`config.mk`:
```
export PLATFORM = sky130hd
export DESIGN_NAME = shift_cmd_seq_flat
export DESIGN_NICKNAME = d
export VERILOG_FILES = /design/src/rtl/shift_pkg.sv /design/src/rtl/shift_cmd_seq_if.sv /design/src/rtl/cmd_fifo.sv /design/src/rtl/shift_cmd_seq.sv /design/src/flat_wrapper.sv
export SDC_FILE = /design/constraint.sdc
export NUM_CORES = 1
export LEC_CHECK = 0
export CORE_ASPECT_RATIO = 1.5
export CORE_MARGIN = 2
export CORE_UTILIZATION = 59
export DETAILED_ROUTE_END_ITERATION = 10
export GPL_TIMING_DRIVEN = 0
export PLACE_DENSITY_LB_ADDON = 0.08
export SETUP_SLACK_MARGIN = 0.05
export SYNTH_ARGS = -nofsm -noshare
export SYNTH_HDL_FRONTEND = slang
export SYNTH_SLANG_ARGS = --single-unit
export TNS_END_PERCENT = 1
```
`constraint.sdc`:
```
create_clock -name clk -period 5.7 [get_ports clk]
set_input_delay 0.855 -clock clk [delete_from_list [all_inputs] [get_ports clk]]
set_output_delay 0.855 -clock clk [all_outputs]
set_load 0.005 [all_outputs]
```
`src/rtl/shift_pkg.sv`:
```
// rtl/shift_pkg.sv - shared constants, FSM states and command layout for the shift command sequencer
package shift_pkg;

    localparam logic SHIFT_RIGHT = 1'b0;
    localparam logic SHIFT_LEFT  = 1'b1;

    localparam int DEPTH_DEF  = 4;
    localparam int DATA_W_DEF = 8;
    localparam int AMT_W_DEF  = 3;

    typedef enum logic {
        ST_IDLE  = 1'b0,
        ST_SWEEP = 1'b1
    } seq_state_t;

    // Queued command is packed as {sweep, dir, amount, data}
    function automatic int cmd_width(input int data_w, input int amt_w);
        return data_w + amt_w + 2;
    endfunction

    localparam int CMD_W_DEF = DATA_W_DEF + AMT_W_DEF + 2;

endpackage

```
`src/rtl/shift_cmd_seq_if.sv`:
```
// rtl/shift_cmd_seq_if.sv - producer handshake and shifter issue bundle for the shift command sequencer
interface shift_cmd_seq_if
    import shift_pkg::*;
#(
    parameter int DEPTH  = DEPTH_DEF,
    parameter int DATA_W = DATA_W_DEF,
    parameter int AMT_W  = AMT_W_DEF
);
    localparam int CNT_W = $clog2(DEPTH) + 1;

    logic              cmd_valid;
    logic              cmd_ready;
    logic [DATA_W-1:0] cmd_data;
    logic              cmd_dir;
    logic [AMT_W-1:0]  cmd_amount;
    logic              cmd_sweep;

    logic [DATA_W-1:0] d_in;
    logic              shift_dir;
    logic [AMT_W-1:0]  shift_amount;
    logic              issue;
    logic              busy;
    logic [CNT_W-1:0]  count;

    modport master (
        output cmd_valid, cmd_data, cmd_dir, cmd_amount, cmd_sweep,
        input  cmd_ready, d_in, shift_dir, shift_amount, issue, busy, count
    );

    modport slave (
        input  cmd_valid, cmd_data, cmd_dir, cmd_amount, cmd_sweep,
        output cmd_ready, d_in, shift_dir, shift_amount, issue, busy, count
    );

endinterface

```
`src/rtl/cmd_fifo.sv`:
```
// rtl/cmd_fifo.sv - synchronous FIFO with occupancy count, full/empty derived from the count
module cmd_fifo #(
    parameter int WIDTH = 13,
    parameter int DEPTH = 4,
    parameter int CNT_W = $clog2(DEPTH) + 1
) (
    input  logic             clk,
    input  logic             rst,
    input  logic             i_push,
    input  logic [WIDTH-1:0] i_wdata,
    input  logic             i_pop,
    output logic [WIDTH-1:0] o_rdata,
    output logic             o_full,
    output logic             o_empty,
    output logic [CNT_W-1:0] o_count
);
    localparam int PTR_W = $clog2(DEPTH);

    logic [WIDTH-1:0] r_mem [DEPTH];
    logic [PTR_W-1:0] r_wr_ptr;
    logic [PTR_W-1:0] r_rd_ptr;
    logic [CNT_W-1:0] r_count;
    logic             w_do_push;
    logic             w_do_pop;

    // Requests are qualified here so a full push or empty pop can never corrupt state
    assign w_do_push = i_push && !o_full;
    assign w_do_pop  = i_pop && !o_empty;

    assign o_full  = (r_count == CNT_W'(DEPTH));
    assign o_empty = (r_count == '0);
    assign o_count = r_count;
    assign o_rdata = r_mem[r_rd_ptr];

    // Storage needs no reset: an entry is only read after it has been written
    always_ff @(posedge clk) begin
        if (w_do_push) begin
            r_mem[r_wr_ptr] <= i_wdata;
        end
    end

    // Pointers wrap naturally because DEPTH is a power of two; simultaneous push/pop keeps the count
    always_ff @(posedge clk or negedge rst) begin
        if (!rst) begin
            r_wr_ptr <= '0;
            r_rd_ptr <= '0;
            r_count  <= '0;
        end else begin
            if (w_do_push) begin
                r_wr_ptr <= r_wr_ptr + PTR_W'(1);
            end
            if (w_do_pop) begin
                r_rd_ptr <= r_rd_ptr + PTR_W'(1);
            end
            case ({w_do_push, w_do_pop})
                2'b10:   r_count <= r_count + CNT_W'(1);
                2'b01:   r_count <= r_count - CNT_W'(1);
                default: r_count <= r_count;
            endcase
        end
    end

endmodule

```
`src/rtl/shift_cmd_seq.sv`:
```
// rtl/shift_cmd_seq.sv - queues shift commands and issues them to the barrel shifter, expanding sweeps
module shift_cmd_seq
    import shift_pkg::*;
#(
    parameter int DEPTH  = DEPTH_DEF,
    parameter int DATA_W = DATA_W_DEF,
    parameter int AMT_W  = AMT_W_DEF
) (
    input  logic                 clk,
    input  logic                 rst,
    shift_cmd_seq_if.slave       bus
);
    localparam int CMD_W     = cmd_width(DATA_W, AMT_W);
    localparam int CNT_W     = $clog2(DEPTH) + 1;
    localparam int DIR_BIT   = DATA_W + AMT_W;
    localparam int SWEEP_BIT = DATA_W + AMT_W + 1;

    logic [CMD_W-1:0]  w_wdata;
    logic [CMD_W-1:0]  w_head;
    logic              w_full;
    logic              w_empty;
    logic [CNT_W-1:0]  w_count;
    logic              w_push;
    logic              w_pop;
    logic [DATA_W-1:0] w_head_data;
    logic [AMT_W-1:0]  w_head_amount;
    logic              w_head_dir;
    logic              w_head_sweep;

    seq_state_t        r_state;
    logic [AMT_W-1:0]  r_sweep_cnt;
    logic [DATA_W-1:0] r_d_in;
    logic              r_shift_dir;
    logic [AMT_W-1:0]  r_shift_amount;
    logic              r_issue;

    assign w_wdata = {bus.cmd_sweep, bus.cmd_dir, bus.cmd_amount, bus.cmd_data};
    assign w_push  = bus.cmd_valid && !w_full;
    // Only an idle sequencer consumes the head; the FIFO output is never bypassed from the input
    assign w_pop   = (r_state == ST_IDLE) && !w_empty;

    assign w_head_data   = w_head[DATA_W-1:0];
    assign w_head_amount = w_head[DATA_W +: AMT_W];
    assign w_head_dir    = w_head[DIR_BIT];
    assign w_head_sweep  = w_head[SWEEP_BIT];

    cmd_fifo #(
        .WIDTH (CMD_W),
        .DEPTH (DEPTH),
        .CNT_W (CNT_W)
    ) u_fifo (
        .clk     (clk),
        .rst     (rst),
        .i_push  (w_push),
        .i_wdata (w_wdata),
        .i_pop   (w_pop),
        .o_rdata (w_head),
        .o_full  (w_full),
        .o_empty (w_empty),
        .o_count (w_count)
    );

    // Issue FSM: IDLE pops one command per cycle, SWEEP replays the held operand with amounts 1..max
    always_ff @(posedge clk or negedge rst) begin
        if (!rst) begin
            r_state        <= ST_IDLE;
            r_sweep_cnt    <= '0;
            r_d_in         <= '0;
            r_shift_dir    <= SHIFT_RIGHT;
            r_shift_amount <= '0;
            r_issue        <= 1'b0;
        end else begin
            r_issue <= 1'b0;
            case (r_state)
                ST_IDLE: begin
                    if (!w_empty) begin
                        r_d_in      <= w_head_data;
                        r_shift_dir <= w_head_dir;
                        r_issue     <= 1'b1;
                        if (w_head_sweep) begin
                            r_shift_amount <= '0;
                            r_sweep_cnt    <= AMT_W'(1);
                            r_state        <= ST_SWEEP;
                        end else begin
                            r_shift_amount <= w_head_amount;
                        end
                    end
                end
                ST_SWEEP: begin
                    r_shift_amount <= r_sweep_cnt;
                    r_issue        <= 1'b1;
                    r_sweep_cnt    <= r_sweep_cnt + AMT_W'(1);
                    if (r_sweep_cnt == {AMT_W{1'b1}}) begin
                        r_state <= ST_IDLE;
                    end
                end
                default: r_state <= ST_IDLE;
            endcase
        end
    end

    assign bus.cmd_ready    = !w_full;
    assign bus.d_in         = r_d_in;
    assign bus.shift_dir    = r_shift_dir;
    assign bus.shift_amount = r_shift_amount;
    assign bus.issue        = r_issue;
    assign bus.busy         = (r_state == ST_SWEEP) || !w_empty;
    assign bus.count        = w_count;

endmodule

```
`src/flat_wrapper.sv`:
```
// flat-port wrapper written by rule: the top's interface ports become plain ports
module shift_cmd_seq_flat import shift_pkg::*;
#(
    parameter int DEPTH  = DEPTH_DEF,
    parameter int DATA_W = DATA_W_DEF,
    parameter int AMT_W  = AMT_W_DEF
)
  (clk, rst, bus_cmd_valid, bus_cmd_data, bus_cmd_dir, bus_cmd_amount, bus_cmd_sweep, bus_cmd_ready, bus_d_in, bus_shift_dir, bus_shift_amount, bus_issue, bus_busy, bus_count);
  shift_cmd_seq_if #(.DEPTH(DEPTH), .DATA_W(DATA_W), .AMT_W(AMT_W)) bus_i ();
  input  logic clk;
  input  logic rst;
  input wire logic [$bits(bus_i.cmd_valid)-1:0] bus_cmd_valid;
  input wire logic [$bits(bus_i.cmd_data)-1:0] bus_cmd_data;
  input wire logic [$bits(bus_i.cmd_dir)-1:0] bus_cmd_dir;
  input wire logic [$bits(bus_i.cmd_amount)-1:0] bus_cmd_amount;
  input wire logic [$bits(bus_i.cmd_sweep)-1:0] bus_cmd_sweep;
  output wire logic [$bits(bus_i.cmd_ready)-1:0] bus_cmd_ready;
  output wire logic [$bits(bus_i.d_in)-1:0] bus_d_in;
  output wire logic [$bits(bus_i.shift_dir)-1:0] bus_shift_dir;
  output wire logic [$bits(bus_i.shift_amount)-1:0] bus_shift_amount;
  output wire logic [$bits(bus_i.issue)-1:0] bus_issue;
  output wire logic [$bits(bus_i.busy)-1:0] bus_busy;
  output wire logic [$bits(bus_i.count)-1:0] bus_count;
  assign bus_i.cmd_valid = bus_cmd_valid;
  assign bus_i.cmd_data = bus_cmd_data;
  assign bus_i.cmd_dir = bus_cmd_dir;
  assign bus_i.cmd_amount = bus_cmd_amount;
  assign bus_i.cmd_sweep = bus_cmd_sweep;
  assign bus_cmd_ready = bus_i.cmd_ready;
  assign bus_d_in = bus_i.d_in;
  assign bus_shift_dir = bus_i.shift_dir;
  assign bus_shift_amount = bus_i.shift_amount;
  assign bus_issue = bus_i.issue;
  assign bus_busy = bus_i.busy;
  assign bus_count = bus_i.count;
  shift_cmd_seq #(.DEPTH(DEPTH), .DATA_W(DATA_W), .AMT_W(AMT_W)) u_core (.clk(clk), .rst(rst), .bus(bus_i));
endmodule
```
# Yosys cells after proc, flatten, opt, wreduce, memory -nomap -nowiden
# Memories as Yosys holds them, arrays and structs flattened.
# Index checks and enable logic that the tools add are counted.
[op_classes]
mux = 15
reduce_logical = 11
n_addsub = 5
n_bitwise = 2
n_eq_ne = 6
[op_table]
columns = ["cell", "n"]
rows = [
  ["one-hot mux 3 bit (2 select lines)", 3],
  ["2-to-1 mux 3 bit", 4],
  ["adder 3 x 1 -> 3 bit, second input constant", 2],
  ["equality test 3 bit, second input constant", 2],
  ["2-to-1 mux 1 bit", 6],
  ["adder 2 x 1 -> 2 bit, second input constant", 2],
  ["logical AND 1 bit", 4],
  ["inequality test 2 bit, second input constant", 2],
  ["one-hot mux 1 bit (2 select lines)", 2],
  ["AND reduction 2 bit", 2],
  ["zero test 3 bit", 1],
  ["subtractor 3 x 1 -> 3 bit, second input constant", 1],
  ["equality test 2 x 1 -> 1 bit, second input constant", 1],
  ["equality test 2 bit, second input constant", 1],
  ["zero test 1 bit", 2],
  ["NOT 1 bit", 2],
  ["nonzero test 2 bit", 1],
  ["logical OR 1 bit", 1],
]
[totals]
input_bits = 16
word_cells = 49
mem_count = 1
regBits = 24
ramBits = 52
output_inout_bits = 18
[mem_list]
columns = ["memory", "words", "word_bits", "rd", "rd_ports_with_merged_regs", "write_ports", "line", "text"]
rows = [
  ["u_core.u_fifo.r_mem", 4, 13, 1, 0, 1, "cmd_fifo.sv:19", "logic [WIDTH-1:0] r_mem [DEPTH];"],
]

# Depth between registers and ports, before layout
# Gate-level depths: netlist of the first run.
[depth]
depth_word = 6
depth_mapped = 9
depth_no_buf = 9

# Modules after synthesis
# From an unflattened synthesis of the first run, not the netlist that was laid out.
[hier_totals]
cells_unflattened = 163
area_unflattened_um2 = 3118.0
[by_module_without_submodules]
columns = ["module", "area_per_inst_um2", "n_inst", "cells_each", "seq_area_each_um2"]
rows = [
  ["cmd_fifo", 2334.7, 1, 105, 1736.7],
  ["shift_cmd_seq", 783.3, 1, 58, 425.4],
]

# Worst setup path after synthesis of the first run
# Ideal clock, no wire load.
[synth_path]
kind = "reg2reg"
start = "register u_core.u_fifo.r_count[0] (netlist: u_core.u_fifo.o_count[0])"
end = "register u_core.u_fifo.r_count[2] (netlist: u_core.u_fifo.o_count[2])"
setup_slack_ns = 3.557
stages_incl_launch_ff = 10
n_path_buf = 0
t_required_ns = 5.621
arrival_ns = 2.064
setup_time_ns = 0.079
synth_period_minus_slack_ns = 2.143
cell_sequence = "dfrtp_1 > or3b_1 > and2_1 > inv_1 > ha_1 > inv_1 > fa_1 > xor2_1 > nor2_1 > xor2_1"
[synth_via]
elab_chain_cells = 6
elab_cells_between_ends = 14
cone_classes = "2 x add/sub; 3 x eq/ne; 1 x mux; 8 x reduce/logical"
[synth_rtl]
columns = ["element", "line", "text"]
rows = [
  ["from (decl)", "cmd_fifo.sv:22", "logic [CNT_W-1:0] r_count;"],
  ["from (signal assigned)", "cmd_fifo.sv:56", "2'b10: r_count <= r_count + CNT_W'(1);"],
  ["from (signal assigned)", "cmd_fifo.sv:57", "2'b01: r_count <= r_count - CNT_W'(1);"],
  ["from (signal assigned)", "cmd_fifo.sv:58", "default: r_count <= r_count;"],
  ["equality test 3 bit *", "cmd_fifo.sv:30", "assign o_full = (r_count == CNT_W'(DEPTH));"],
  ["zero test 1 bit *", "n/a", ""],
  ["named net bus_cmd_ready", "flat_wrapper.sv:17", "output wire logic [$bits(bus_i.cmd_ready)-1:0] bus_cmd_ready;"],
  ["logical AND 1 bit", "shift_cmd_seq.sv:38", "assign w_push = bus.cmd_valid && !w_full;"],
  ["logical AND 1 bit *", "cmd_fifo.sv:27", "assign w_do_push = i_push && !o_full;"],
  ["equality test 2 x 1 -> 1 bit or equality test 2 bit (tied branches)", "cmd_fifo.sv:55", "case ({w_do_push, w_do_pop})"],
  ["one-hot mux 3 bit (2 select lines) or nonzero test 2 bit (tied branches)", "n/a", ""],
]
# Mark *: on every way through the listed nets, which the timed path passes. The rest lies on a longest branch.
# A chain may end at the register's enable or synchronous reset.

# Worst setup path after layout of the first run
[layout_path]
start = "register u_core.u_fifo.r_count[0] (netlist: u_core.u_fifo.o_count[0])"
end = "output bus_busy"
[layout_via]
elab_chain_cells = 3
[layout_rtl]
columns = ["element", "line", "text"]
rows = [
  ["zero test 3 bit", "cmd_fifo.sv:31", "assign o_empty = (r_count == '0);"],
  ["zero test 1 bit", "shift_cmd_seq.sv:107", "assign bus.busy = (r_state == ST_SWEEP) || !w_empty;"],
  ["logical OR 1 bit", "shift_cmd_seq.sv:107", ""],
  ["to (decl)", "flat_wrapper.sv:22", "output wire logic [$bits(bus_i.busy)-1:0] bus_busy;"],
]
# Every way passes these cells.

==> results_dict.tcl, run 1 <==
set metrics [dict create \
    period_minus_slack_ns 2.82 \
    num_antenna_cells 0 \
    io_pins 34 \
    drc 0 \
    holdPathStages 1 \
    fin_crit_sh_pct 49.5 \
    cp.depth 3 \
    n_fill_cell 302 \
    clock_latency_ns 0.34 \
    ys.flop_type "edfxtp_1" \
    critPathTopFamily "simple AND/OR/NAND/NOR gates" \
    fin_setup_tns_ns 0 \
    grt_pass1_wl_um 8640 \
    worst-path-buf-inv 1 \
    min_path_type "flop to flop" \
    drtAntennaViolNets 0 \
    slew_violations 0 \
    crit_arrival_ns 1.97 \
    max_slew.worst_pin.slew_ns 1.13 \
    postSynthCellCount 154 \
    r2r.worst_path.cells 9 \
    routed_via_density 5.62 \
    relSlewSlack_pct 24.1 \
    power_uw 2000 \
    hpwl_um 3550 \
    htreeDepth 3 \
    rsz0062_at_grt "no" \
    critPathRequiredTime_ns 4.85 \
    max_freq_mhz 354 \
    root_buffer "clkbuf_8" \
    holdWs_ns 0.516 \
    ir_drop_mv 0.305 \
    ys_warn_count 0 \
    cp_slowest_cell "nor3_2" \
    finalHoldViolCount 0 \
    cts_buffers 9 \
    hold_buffers 0 \
    drive_gt1_share_pct 20.7 \
    placementRows 31 \
    yosysTopAreaCell "edfxtp_1" \
    fp.dieW_um 62.2 \
    ys_seq_elements 76 \
    async_reset_ff_share_pct 31.6 \
    crit_path_cell_trace "nor3_2 -> nand2_1 -> clkdlybuf4s50_1" \
    syn_area_per_cell_um2 19.5 \
    synth-edff-count 52 \
    end_kind "output pin" \
    clk_pin_slew_ns 0.07 \
    start_util_pct 61.9 \
    cts_setup_buffers 0 \
    drv_cap 0 \
    gr-total-overflow 0 \
    grt_max_degree 25 \
    outcome "completed" \
    crit_type "flop to output pin" \
    syn_nets 178 \
    dieArea_um2 5680 \
    powerDensity_nw_per_um2 543 \
    synth_cell_type_count 27 \
    syn-cell-area_um2 3000 \
    core_um2 4850 \
    cts_tree "yes" \
    wire_per_inst_um 19.4 \
    nNetsFinal 222 \
    grt_usage_pct 20.9 \
    yosysSeqAreaShare_pct 72.1 \
    max_stage_delay_ns 0.53 \
    cts.path.max_buffers 2 \
    setup_violations 0 \
    place_congestion 0.672 \
    clock_skew_ns 0.00862 \
    numClockSinks 76 \
    startpoint_type "flop" \
    io_buffers 33 \
    grt_pass1_vias 1692 \
    ys_top_cells_by_area "edfxtp_1 52%, dfrtp_1 20%, mux4_2 7.5%" \
    dr.pass1.iters 4 \
    synth_top_area_share_pct 52.1 \
    worstPathMaxFanout 10 \
    die_h_um 91.3 \
    drt_iter0_drc 56 \
    routed_wl_um 5220 \
    p_leak_uw 0.00138 \
    synthToLayoutAreaGrowth_pct 22.5 \
    grt_antenna_before_repair 0 \
    route.vias.total 1511 \
    ctsResizeCount 0 \
]
## logic make-up (layout without fill, tap and decap cells)
family                     count (synthesis)  count (layout)  share of synthesized area [%]
xor gates and xnor gates                   6               6                           1.75
and+or+nand+nor                           19              19                           4.17
muxes                                     25              25                           14.6
adders and majority gates                  8               8                           3.59
AOI/OAI and AO/OA                          8               8                           2.00
buffers and inverters                     12              61                           1.84
DFF                                       76              76                           72.1
## cells in the mapped netlist (3+ instances only)
| master | instances |
|---|---|
| and3_1 | 4 |
| mux4_1 | 3 |
| nor2_1 | 3 |
| dfrtp_1 | 24 |
| a21oi_1 | 3 |
| edfxtp_1 | 52 |
| inv_1 | 7 |
| mux4_2 | 10 |
| and2_1 | 4 |
| or3b_1 | 3 |
| ha_1 | 7 |
| mux2_2 | 10 |
| xor2_1 | 4 |
## through the flow
step	std cells	utilization [%]	cell area, um2	setup slack (ns)
floorplan	154	-	3000	3.56
global placement	253	70.4	3410	3.10
detailed placement	253	70.4	3410	3.00
CTS	269	75.8	3670	2.84
global route	269	75.8	3670	2.77
finish	269	75.8	3670	2.88
## power by group
group	internal, uW	switching (uW)	leakage, uW	total [uW]
Sequential	762	81.8	0.000753	844
Combinational	357	277	0.000491	634
Clock	334	185	0.000133	519
Total	1450	543	0.00138	2000
## cell usage in the layout (no fill, tap or decap), types with 2 or more instances in the layout
cell             Yosys  final
bufinv_16            0      4
inv_1                7      7
a21oi_1              3      3
a31o_2               2      2
xnor2_1              2      2
mux4_1               3      3
buf_2                2      2
edfxtp_1            52     52
clkinv_2             0      2
or3b_1               3      3
nor2_1               3      3
dfrtp_1             24     24
clkbuf_1             2      2
and2_1               4      4
mux2i_1              2      2
mux4_2              10     10
clkbuf_8             0      9
and3_1               4      4
clkdlybuf4s50_1      0     33
a2bb2oi_1            2      2
ha_1                 7      7
mux2_2              10     10
xor2_1               4      4
## routing by layer
layer	GRT usage (%)	routed length [um]	up-vias
met5	0	0	-
met4	7.78	82	0
met3	5.20	178	8
met1	23.5	2050	779
li1	-	-	683
met2	38.1	2910	41
## registers in the layout, summed over array words and instances, names as in the netlist
name	cells
u_core.u_fifo.r_mem	52
u_core.bus.d_in	8
u_core.bus.shift_amount	3
u_core.r_sweep_cnt	3
u_core.u_fifo.o_count	3
u_core.u_fifo.r_rd_ptr	2
u_core.u_fifo.r_wr_ptr	2
u_core.bus.issue	1
u_core.bus.shift_dir	1
u_core.r_state	1
## final cells by class
class | count | area, um2 | area share [%]
plain buffers | 5 | 28.8 | 0.783
clock buffers | 9 | 124 | 3.37
clock inverters | 7 | 139 | 3.78
inverters | 7 | 26.3 | 0.715
multi-input cells | 66 | 782 | 21.3
flip-flops and latches | 76 | 2160 | 58.8
well taps | 66 | 82.6 | 2.25
repair buffers | 33 | 330 | 8.99
## worst paths after layout
check                                    startpoint                   endpoint  slack [ns]
setup / recovery           u_core.u_fifo.o_count[0]                   bus_busy        2.88
hold / removal                   u_core.bus.d_in[3]         u_core.bus.d_in[3]        0.52
setup reg to reg           u_core.u_fifo.o_count[0]   u_core.u_fifo.o_count[2]        3.38
hold reg to reg                  u_core.bus.d_in[3]         u_core.bus.d_in[3]        0.52
max in group asynchronous                       rst         u_core.bus.d_in[0]        3.89
min in group asynchronous                       rst  u_core.u_fifo.r_rd_ptr[0]        1.12
(Power assumes the default switching activity.)
==> inputs of run 2 (changes only) <==
Settings changed: CORE_UTILIZATION 59 to 50.
Clock period 5.7 ns to 2.4 ns, I/O delays scaled along.
==> run 2 against run 1 <==
Setup slack worse by 2.7 ns. Non-clock buffer count fell by 1. Global-route usage down 3.5 points. Hold slack lost 0.0010 ns. Routed wire length down 2.9%. Combinational power is 130% higher. Critical path type is now flop to flop.
==> results_dict.tcl, run 2 (same netlist as run 1, synthesis figures left out) <==
set metrics [dict create \
    outcome "completed" \
    rsz0062_at_grt "yes" \
    gr-total-overflow 0 \
    grt_pass1_wl_um 8090 \
    regMostFlops "u_core.u_fifo.r_mem" \
    cts_buffers 9 \
    worstPathMaxFanout 6 \
    root_buffer "clkbuf_8" \
    place_congestion 0.672 \
    worst-path-buf-inv 2 \
    fin_area_um2 3620 \
    slew_violations 0 \
    reg2reg_from "u_core.u_fifo.o_count[0]" \
    hold_path_end "u_core.bus.d_in[3]" \
    htreeDepth 3 \
    start_util_pct 51.8 \
    critPathRequiredTime_ns 2.66 \
    ir_drop_mv 0.678 \
    p_leak_uw 0.00133 \
    postPlaceCellArea_um2 3420 \
    clk_pin_slew_ns 0.08 \
    mostFrequentLayoutCells "52 x edfxtp_1, 33 x clkdlybuf4s50_1, 24 x dfrtp_1" \
    r2r.worst_path.cells 9 \
    die_h_um 98.9 \
    clock_latency_ns 0.33 \
    cp_slowest_cell "dfrtp_1" \
    routed_wl_um 5070 \
    core_um2 5790 \
    finalHoldViolCount 0 \
    powerDensity_nw_per_um2 1220 \
    drc 0 \
    wl_met1_um 1980 \
    r2r-end "u_core.u_fifo.o_count[2]" \
    wire_per_inst_um 18.5 \
    grt_antenna_before_repair 0 \
    max_freq_mhz 442 \
    rrSetupSlack_ns 0.14 \
    max_stage_delay_ns 0.46 \
    period_minus_slack_ns 2.26 \
    setup_ws_ns 0.140 \
    power_uw 4420 \
    end_kind "flop" \
    startpoint_type "flop" \
    hold_start "u_core.bus.d_in[3]" \
    grt_usage_pct 17.4 \
    seq_area_um2 2160 \
    fin_crit_sh_pct 94.2 \
    grt_max_degree 25 \
    crit_path_cell_trace "or3b_4 -> and2_1 -> inv_1 -> ha_1 -> inv_1 -> fa_1 -> xor2_1 -> nor2_1 -> xor2_1" \
    wl_met3_um 207 \
    synthToLayoutAreaGrowth_pct 20.6 \
    place_ws_ns 0.00593 \
    relSlewSlack_pct 26.2 \
    cts.path.max_buffers 2 \
    n_fill_cell 445 \
    io_buffers 33 \
    critPathTopFamily "simple AND/OR/NAND/NOR gates" \
    numClockSinks 76 \
    drive_gt1_share_pct 20.8 \
    placementRows 34 \
    hold_buffers 0 \
    dieArea_um2 6650 \
    drv_cap 0 \
    max_slew.worst_pin.slew_ns 1.10 \
    layout_commonest_cell "edfxtp_1" \
    multi_input_area_um2 791 \
    hpwl_um 3400 \
    drt_iter0_drc 26 \
    routed.top_layer "met4" \
    setup_violations 0 \
    cts_setup_buffers 0 \
    crit_arrival_ns 2.52 \
    dr.pass1.iters 4 \
    num_antenna_cells 0 \
    holdPathStages 1 \
    fin_setup_tns_ns 0 \
    cts_tree "yes" \
    drtAntennaViolNets 0 \
    post-route-util_pct 62.5 \
    nNetsFinal 221 \
    route.vias.total 1490 \
    grt_pass1_vias 1624 \
    largest_reg_flops 52 \
    io_pins 34 \
    clock_skew_ns 0.00679 \
    crit_type "flop to flop" \
    fp.dieW_um 67.2 \
    min_path_type "flop to flop" \
    routed_via_density 5.44 \
    met2WireLength_um 2850 \
]
[run 2: cell count changes in the layout (fill, tap and decap cells not counted)]
cell	change
bufinv_16	-3
nor3_4	+1
nor3_2	-1
or3b_1	-1
or3b_4	+1
clkinv_2	-1
clkinvlp_4	+4
clkinv_4	-1
[run 2: timing repair]
| item | 4_1_cts | 5_1_grt |
|---|---|---|
| gates cloned | 0 | 0 |
| pin swaps | 0 | 0 |
| endpoints found under the setup margin | 3 | 2 |
| resized for setup | 1 | 1 |
[run 2: worst max-delay path by stage]
stage / startpoint / to / slack [ns] / depth (start not counted)
after global routing: u_core.u_fifo.o_count[0] / bus_busy / 0.05 / 3
after detailed placement: u_core.u_fifo.o_count[0] / u_core.u_fifo.o_count[2] / 0.006 / 9
after global placement: u_core.u_fifo.o_count[0] / u_core.u_fifo.o_count[2] / 0.1 / 9
after CTS: u_core.u_fifo.o_count[0] / u_core.u_fifo.o_count[2] / 0.08 / 9
after floorplan: u_core.u_fifo.o_count[0] / u_core.u_fifo.o_count[2] / 0.26 / 9
final: u_core.u_fifo.o_count[0] / u_core.u_fifo.o_count[2] / 0.14 / 9
[run 2: worst reg2reg max path, delay by kind of cell (launching register included)]
kind	cells	cell delay (ns)
buf+inv	2	0.13
xor+xnor	2	0.30
fa+ha+maj	2	0.53
flops	1	0.46
simple gates	3	0.77
[run 2: metrics by stage]
stage,hold slack (ns),cells
floorplan,0.0644,154
global placement,0.495,259
detailed placement,0.504,259
CTS,0.526,275
global route,0.542,274
finish,0.515,274
[run 2: cell type report]
class | count | area share (%)
clock buffers | 10 | 3.53
well taps | 72 | 2.49
multi-input cells | 66 | 21.9
repair buffers | 33 | 9.13
inverters | 7 | 0.726
clock inverters | 6 | 1.80
flip-flops and latches | 76 | 59.8
plain buffers | 4 | 0.692
[run 2: layer usage]
metal,GRT usage (%),vias to the layer above
met5,0,-
met4,6.59,0
met3,4.45,2
met2,30.4,35
met1,20.0,776
li1,-,677
[run 2: where the power goes]
| part | leakage, uW | switching [uW] | internal [uW] | total, uW |
|---|---|---|---|---|
| logic | 0.000493 | 627 | 849 | 1480 |
| clock network | 0.0000845 | 445 | 478 | 923 |
| registers | 0.000753 | 210 | 1810 | 2020 |
==> inputs of run 3 (changes only) <==
Settings changed: TNS_END_PERCENT 1 to 50.
==> results of run 3 <==
No change in the layout: final DEF, timing and power equal those of run 2.
